$ cat src/rtl/vector_mem_reader.sv
// rtl/vector_mem_reader.sv - reads a vector from single-port memory and streams it as PAR-lane beats
module vector_mem_reader #(
   parameter int DATA_WIDTH  = 32,
   parameter int PAR         = 4,
   parameter int INDEX_WIDTH = 16,
   parameter int ADDR_WIDTH  = 10
) (
   input  logic                      clk,
   input  logic                      rst_n,
   input  logic                      start,
   input  logic [ADDR_WIDTH-1:0]     base_addr,
   input  logic [INDEX_WIDTH-1:0]    length,
   output logic                      busy,
   output logic                      done,
   output logic                      mem_ren,
   output logic [ADDR_WIDTH-1:0]     mem_addr,
   input  logic [PAR*DATA_WIDTH-1:0] mem_rdata,
   output logic                      out_valid,
   input  logic                      out_ready,
   output logic [PAR*DATA_WIDTH-1:0] out_data,
   output logic [INDEX_WIDTH-1:0]    out_index,
   output logic [PAR-1:0]            out_keep,
   output logic                      out_last
);
   localparam int BW = INDEX_WIDTH + 1;
   localparam int EW = INDEX_WIDTH + $clog2(PAR) + 2;

   typedef enum logic [1:0] {S_IDLE, S_READ, S_DRAIN, S_FIN} state_t;
   state_t state, state_nx;

   logic [ADDR_WIDTH-1:0]     base_q;
   logic [INDEX_WIDTH-1:0]    len_q;
   logic [BW-1:0]             beats_q, issued, rd_beat, beats_in;
   logic                      inflight;
   logic [1:0]                buf_count, wr_idx;
   logic [PAR*DATA_WIDTH-1:0] buf_data  [3];
   logic [INDEX_WIDTH-1:0]    buf_index [3];
   logic [PAR-1:0]            buf_keep  [3];
   logic [2:0]                buf_last;
   logic [2:0]                occ;
   logic                      pop, issue;
   logic [EW-1:0]             lane_base;
   logic [PAR*DATA_WIDTH-1:0] push_data;
   logic [PAR-1:0]            push_keep;
   logic                      push_last;

   assign beats_in  = ({1'b0, length} + BW'(PAR - 1)) / BW'(PAR);
   assign out_valid = (buf_count != 2'd0);
   assign pop       = out_valid & out_ready;
   // Occupancy after this cycle's pop; lets a read issue against a full buffer that is draining.
   assign occ       = {1'b0, buf_count} + {2'b0, inflight} - {2'b0, pop};
   assign issue     = (state == S_READ) && (issued < beats_q) && (occ < 3'd3);
   assign mem_ren   = issue;
   assign mem_addr  = base_q + ADDR_WIDTH'(issued);
   assign busy      = (state == S_READ) || (state == S_DRAIN);
   assign done      = (state == S_FIN);
   assign wr_idx    = buf_count - {1'b0, pop};

   assign out_data  = buf_data[0];
   assign out_index = buf_index[0];
   assign out_keep  = buf_keep[0];
   assign out_last  = buf_last[0];

   always_comb begin
      lane_base = EW'(rd_beat) * EW'(PAR);
      push_keep = '0;
      push_data = '0;
      for (int j = 0; j < PAR; j++) begin
         push_keep[j] = (lane_base + EW'(j)) < EW'(len_q);
         if (push_keep[j])
            push_data[j*DATA_WIDTH +: DATA_WIDTH] = mem_rdata[j*DATA_WIDTH +: DATA_WIDTH];
      end
      push_last = (rd_beat == beats_q - BW'(1));
   end

   always_comb begin
      state_nx = state;
      case (state)
         S_IDLE:  if (start) state_nx = (length == '0) ? S_FIN : S_READ;
         S_READ:  if (issue && (issued + BW'(1) == beats_q)) state_nx = S_DRAIN;
         S_DRAIN: if (pop && out_last) state_nx = S_FIN;
         S_FIN:   state_nx = S_IDLE;
         default: state_nx = S_IDLE;
      endcase
   end

   always_ff @(posedge clk) begin
      if (!rst_n) begin
         state     <= S_IDLE;
         base_q    <= '0;
         len_q     <= '0;
         beats_q   <= '0;
         issued    <= '0;
         rd_beat   <= '0;
         inflight  <= 1'b0;
         buf_count <= '0;
         buf_last  <= '0;
         for (int i = 0; i < 3; i++) begin
            buf_data[i]  <= '0;
            buf_index[i] <= '0;
            buf_keep[i]  <= '0;
         end
      end else begin
         state    <= state_nx;
         inflight <= issue;
         if (state == S_IDLE && start) begin
            base_q  <= base_addr;
            len_q   <= length;
            beats_q <= beats_in;
            issued  <= '0;
         end
         if (issue) begin
            issued  <= issued + BW'(1);
            rd_beat <= issued;
         end
         // Shift-register FIFO: entry 0 drives the outputs, vacated slots refill with zero.
         if (pop) begin
            buf_data[0]  <= buf_data[1];
            buf_data[1]  <= buf_data[2];
            buf_data[2]  <= '0;
            buf_index[0] <= buf_index[1];
            buf_index[1] <= buf_index[2];
            buf_index[2] <= '0;
            buf_keep[0]  <= buf_keep[1];
            buf_keep[1]  <= buf_keep[2];
            buf_keep[2]  <= '0;
            buf_last     <= {1'b0, buf_last[2:1]};
         end
         if (inflight) begin
            buf_data[wr_idx]  <= push_data;
            buf_index[wr_idx] <= INDEX_WIDTH'(lane_base);
            buf_keep[wr_idx]  <= push_keep;
            buf_last[wr_idx]  <= push_last;
         end
         buf_count <= buf_count + {1'b0, inflight} - {1'b0, pop};
      end
   end
endmodule
$ cat config.mk
export PLATFORM = sky130hd
export DESIGN_NAME = vector_mem_reader
export DESIGN_NICKNAME = d
export VERILOG_FILES = /design/src/rtl/vector_mem_reader.sv
export SDC_FILE = /design/constraint.sdc
export NUM_CORES = 1
export LEC_CHECK = 0
export CORE_MARGIN = 3
export CORE_UTILIZATION = 50
export DETAILED_ROUTE_END_ITERATION = 8
export HOLD_SLACK_MARGIN = 0.06
export PLACE_DENSITY = 0.84
export SYNTH_ARGS = -nofsm -noshare
export SYNTH_HDL_FRONTEND = slang
export SYNTH_SLANG_ARGS = --single-unit
$ cat constraint.sdc
create_clock -name clk -period 6.6 [get_ports clk]
set_clock_uncertainty 0.1 [all_clocks]
set_input_delay 1.32 -clock clk [delete_from_list [all_inputs] [get_ports clk]]
set_output_delay 1.32 -clock clk [all_outputs]
set_load 0.02 [all_outputs]
==> qor.txt, run 1 <==
Outcome - finished, final reports clean
VDD IR max - 277.6 uV
# IOs - 321
# H-tree levels - 2
Pre-antenna DRT Iters - 5
Placed cell areas - 26350 um2
Starting Density - 50.94%
RSZ-0062 raised after global routing - false
Setup crit start kind - primary input
Critical path endpoint category - output pin
# hold bufs at CTS - 0
Fin Hold WS - 0.3566 ns
Maxcap violations - 0
Pre-CTS setup slack - 1.012 ns
Power density over the cells - 329.0 nW/um2
CTS tree - built
Fraction of registers with async set/reset - 0%
F_max - 0.1780 GHz
Netlist cell types - 65
R2R Path End - buf_data[0][4]$_DFFE_PP_
Number of clock sinks - 521
Via count - 15590
Post-synthesis compound-gate area fraction - 15.98%
RR Startpoint - buf_count[0]$_SDFF_PN0_
Footprint of the multi-input gates - 7211 um2
Slew HR - 17.31%
Final WL - 56610 um
Final TNS setup - 0 ns
Gr ovfl total - 0
Root Driver - clkbuf_16
Total leakage power - 0.01051 uW
Largest net degree at the start of global routing - 147
R2R Setup Slk - 2.97 ns
Initial antenna violation count - 4
Initial DRC count - 1625
Yosys reg bits - 521
First-pass GRT wire length - 86080 um
Xor and xnor area share after synthesis - 2.356%
Ys Warns - 0
CORE AREA - 44410 um2
Final hold vios - 0
Crit path to - mem_ren
Final Cell Area - 28080 um2
Post-synthesis mux area share - 0.08848%
Synthesized cell area - 22630 um2
Period minus WS final - 5.617 ns
Mapped Avg Cell Area - 13.20 um2
Main flop type after synthesis - edfxtp_1
DR DRC count - 0
Share of cells above drive strength 1 - 6.837%
Critical path arrival - 4.20 ns
Setup crit start - out_ready
Post-DRT Antenna Nets - 0
Count of pins over their slew limit - 0
Commonest non-fill, non-tap cell in the layout - edfxtp_1
Synth Instances - 1714
Vias in the first global route - 15110
Via density - 5.930
Gpl congestion - 0.8939
Synth Area in Adders - 2.831%
Total track usage - 23.03%
Latest clock arrival within the worst-skew pair - 0.59 ns
Row cnt - 77
CTS resizes - 0
Tcrit/Tclk final - 85.11%
Buffers on Ports - 318
Layout area overhead - 24.11%
CTS max path bufs - 3
Die Span X - 218.7 um
Main combinational cell family by area after synthesis - compound AO/OA/AOI/OAI gates
Die area - 47840 um2
Reg area - 14810 um2
Die height - 218.7 um
Clock slew at reported path FFs - 0.06 ns
Inserted Clock Buffers - 52
Post-synth EDFFs - 438
Worst Hold Class - flop to flop
Avg WL per Cell - 21.53 um
Sequential area share after synthesis - 65.48%
Post-Synth Simple-Gate Area - 10.24%
Nets - 2198
Post-CTS Repair Setup Buffers - 0
HPWL Detailed - 36720 um
Worst Reg-to-Reg Cells - 8
Worst Max-Slew Pin Slew - 1.237 ns
Filler cells - 3203
Crit-path max FO - 4
CP Class - primary input to output pin
Final setup margin - 0.9829 ns
Required @ worst endpoint - 5.18 ns
Setup violators final - 0
Most frequent cells in the layout - edfxtp_1 (438), clkdlybuf4s50_1 (318), a22o_1 (284), and2_1 (136), nand2_1 (121)
==> worst min-delay path by stage <==
| stage | startpoint | end | slack (ns) | cells past startpoint |
|---|---|---|---|---|
| after floorplan | issued[16]$_SDFFE_PN0P_ | issued[16]$_SDFFE_PN0P_ | 0.33 | 2 |
| after global placement | len_q[4]$_SDFFE_PN0P_ | len_q[4]$_SDFFE_PN0P_ | 0.35 | 2 |
| after detailed placement | len_q[15]$_SDFFE_PN0P_ | len_q[15]$_SDFFE_PN0P_ | 0.35 | 2 |
| after CTS | len_q[15]$_SDFFE_PN0P_ | len_q[15]$_SDFFE_PN0P_ | 0.36 | 2 |
| after global routing | len_q[6]$_SDFFE_PN0P_ | len_q[6]$_SDFFE_PN0P_ | 0.38 | 2 |
| final | len_q[15]$_SDFFE_PN0P_ | len_q[15]$_SDFFE_PN0P_ | 0.36 | 2 |
==> metal layers <==
metal | vias up | track usage (%) | share of wire (%)
li1 | 7070 | - | -
met1 | 7702 | 29.79 | 39
met2 | 713 | 39.02 | 49
met3 | 106 | 4.505 | 8.3
met4 | 0 | 7.950 | 3.0
met5 | - | 0 | 0
==> cell type report <==
type | count | area share [%]
sequential | 521 | 52.76
clock buffer | 60 | 4.817
multi-input combinational | 1021 | 25.68
inverter | 52 | 0.6951
timing repair buffer | 342 | 12.07
tap | 592 | 2.638
antenna | 4 | 0.03565
clock inverter | 37 | 1.314
==> power by group <==
group          internal [uW]  total, uW  switching [uW]
clock                   1710       2960            1250
sequential              4070       4280             208
combinational            786       1990            1210
==> cells by family (layout without fill, tap and decap cells) <==
group	count (synthesis)	in the layout
and+or+nand+nor	439	439
muxes	2	2
xor gates and xnor gates	60	60
AOI/OAI and AO/OA	468	468
DFF	521	521
buffers and inverters	173	491
other	1	6
adders and majority gates	50	50
==> sequential cells by signal (all words and copies together) (netlist names), 3 cells and up <==
name,cells
base_q,10
beats_q,15
buf_data,384
buf_index,42
buf_keep,12
buf_last,3
issued,17
len_q,16
rd_beat,17
==> through the flow <==
| step | utilization [%] | total power, uW | instances |
|---|---|---|---|
| detailed placement | 59.33 | 6329 | 2528 |
| finish | 63.23 | 9240 | 2629 |
| global placement | 59.33 | 6255 | 2528 |
| CTS | 63.20 | 9287 | 2625 |
| global route | 63.23 | 9606 | 2629 |
| floorplan | - | 5473 | 1715 |
==> worst max-delay path: stages <==
cell and delay (ns):
clkdlybuf4s50_1 0.54, nand3_1 0.19, o21a_1 0.19, inv_1 0.09, ha_1 0.18, fa_1 0.46, a22o_1 0.22, nor3_1 0.21
o21ai_2 0.09, inv_1 0.10, clkdlybuf4s50_1 0.61
==> Yosys cell counts (all sizes together) (17+ instances only) <==
master | instances | area, um2
o21ai | 33 | 165.2
nand2 | 122 | 460.5
ha | 48 | 600.6
inv | 52 | 195.2
clkbuf | 96 | 362.8
xor2 | 24 | 210.2
nor2 | 57 | 221.5
nand3 | 27 | 135.1
a21o | 17 | 127.6
dfxtp | 83 | 1662
a21oi | 83 | 415.4
buf | 25 | 122.6
and3 | 19 | 118.9
nor3 | 18 | 90.09
a22o | 284 | 2487
nor4 | 17 | 127.6
xnor2 | 36 | 322.8
edfxtp | 438 | 13150
and2 | 138 | 865.8
Power figures use the tool's default switching activity.
==> run 2, diff against run 1 <==
--- a/config.mk
+++ b/config.mk
@@ -10,6 +10,7 @@
 export DETAILED_ROUTE_END_ITERATION = 8
 export HOLD_SLACK_MARGIN = 0.06
 export PLACE_DENSITY = 0.84
+export SKIP_CTS_REPAIR_TIMING = 1
 export SYNTH_ARGS = -nofsm -noshare
 export SYNTH_HDL_FRONTEND = slang
 export SYNTH_SLANG_ARGS = --single-unit
==> results of run 2 <==
Final layout, timing and power as in run 1 (identical DEF).
==> run 3, diff against run 2 <==
--- a/config.mk
+++ b/config.mk
@@ -8,7 +8,6 @@
 export CORE_MARGIN = 3
 export CORE_UTILIZATION = 50
 export DETAILED_ROUTE_END_ITERATION = 8
-export HOLD_SLACK_MARGIN = 0.06
 export PLACE_DENSITY = 0.84
 export SKIP_CTS_REPAIR_TIMING = 1
 export SYNTH_ARGS = -nofsm -noshare
==> results of run 3 <==
Final layout, timing and power as in run 1 (identical DEF).
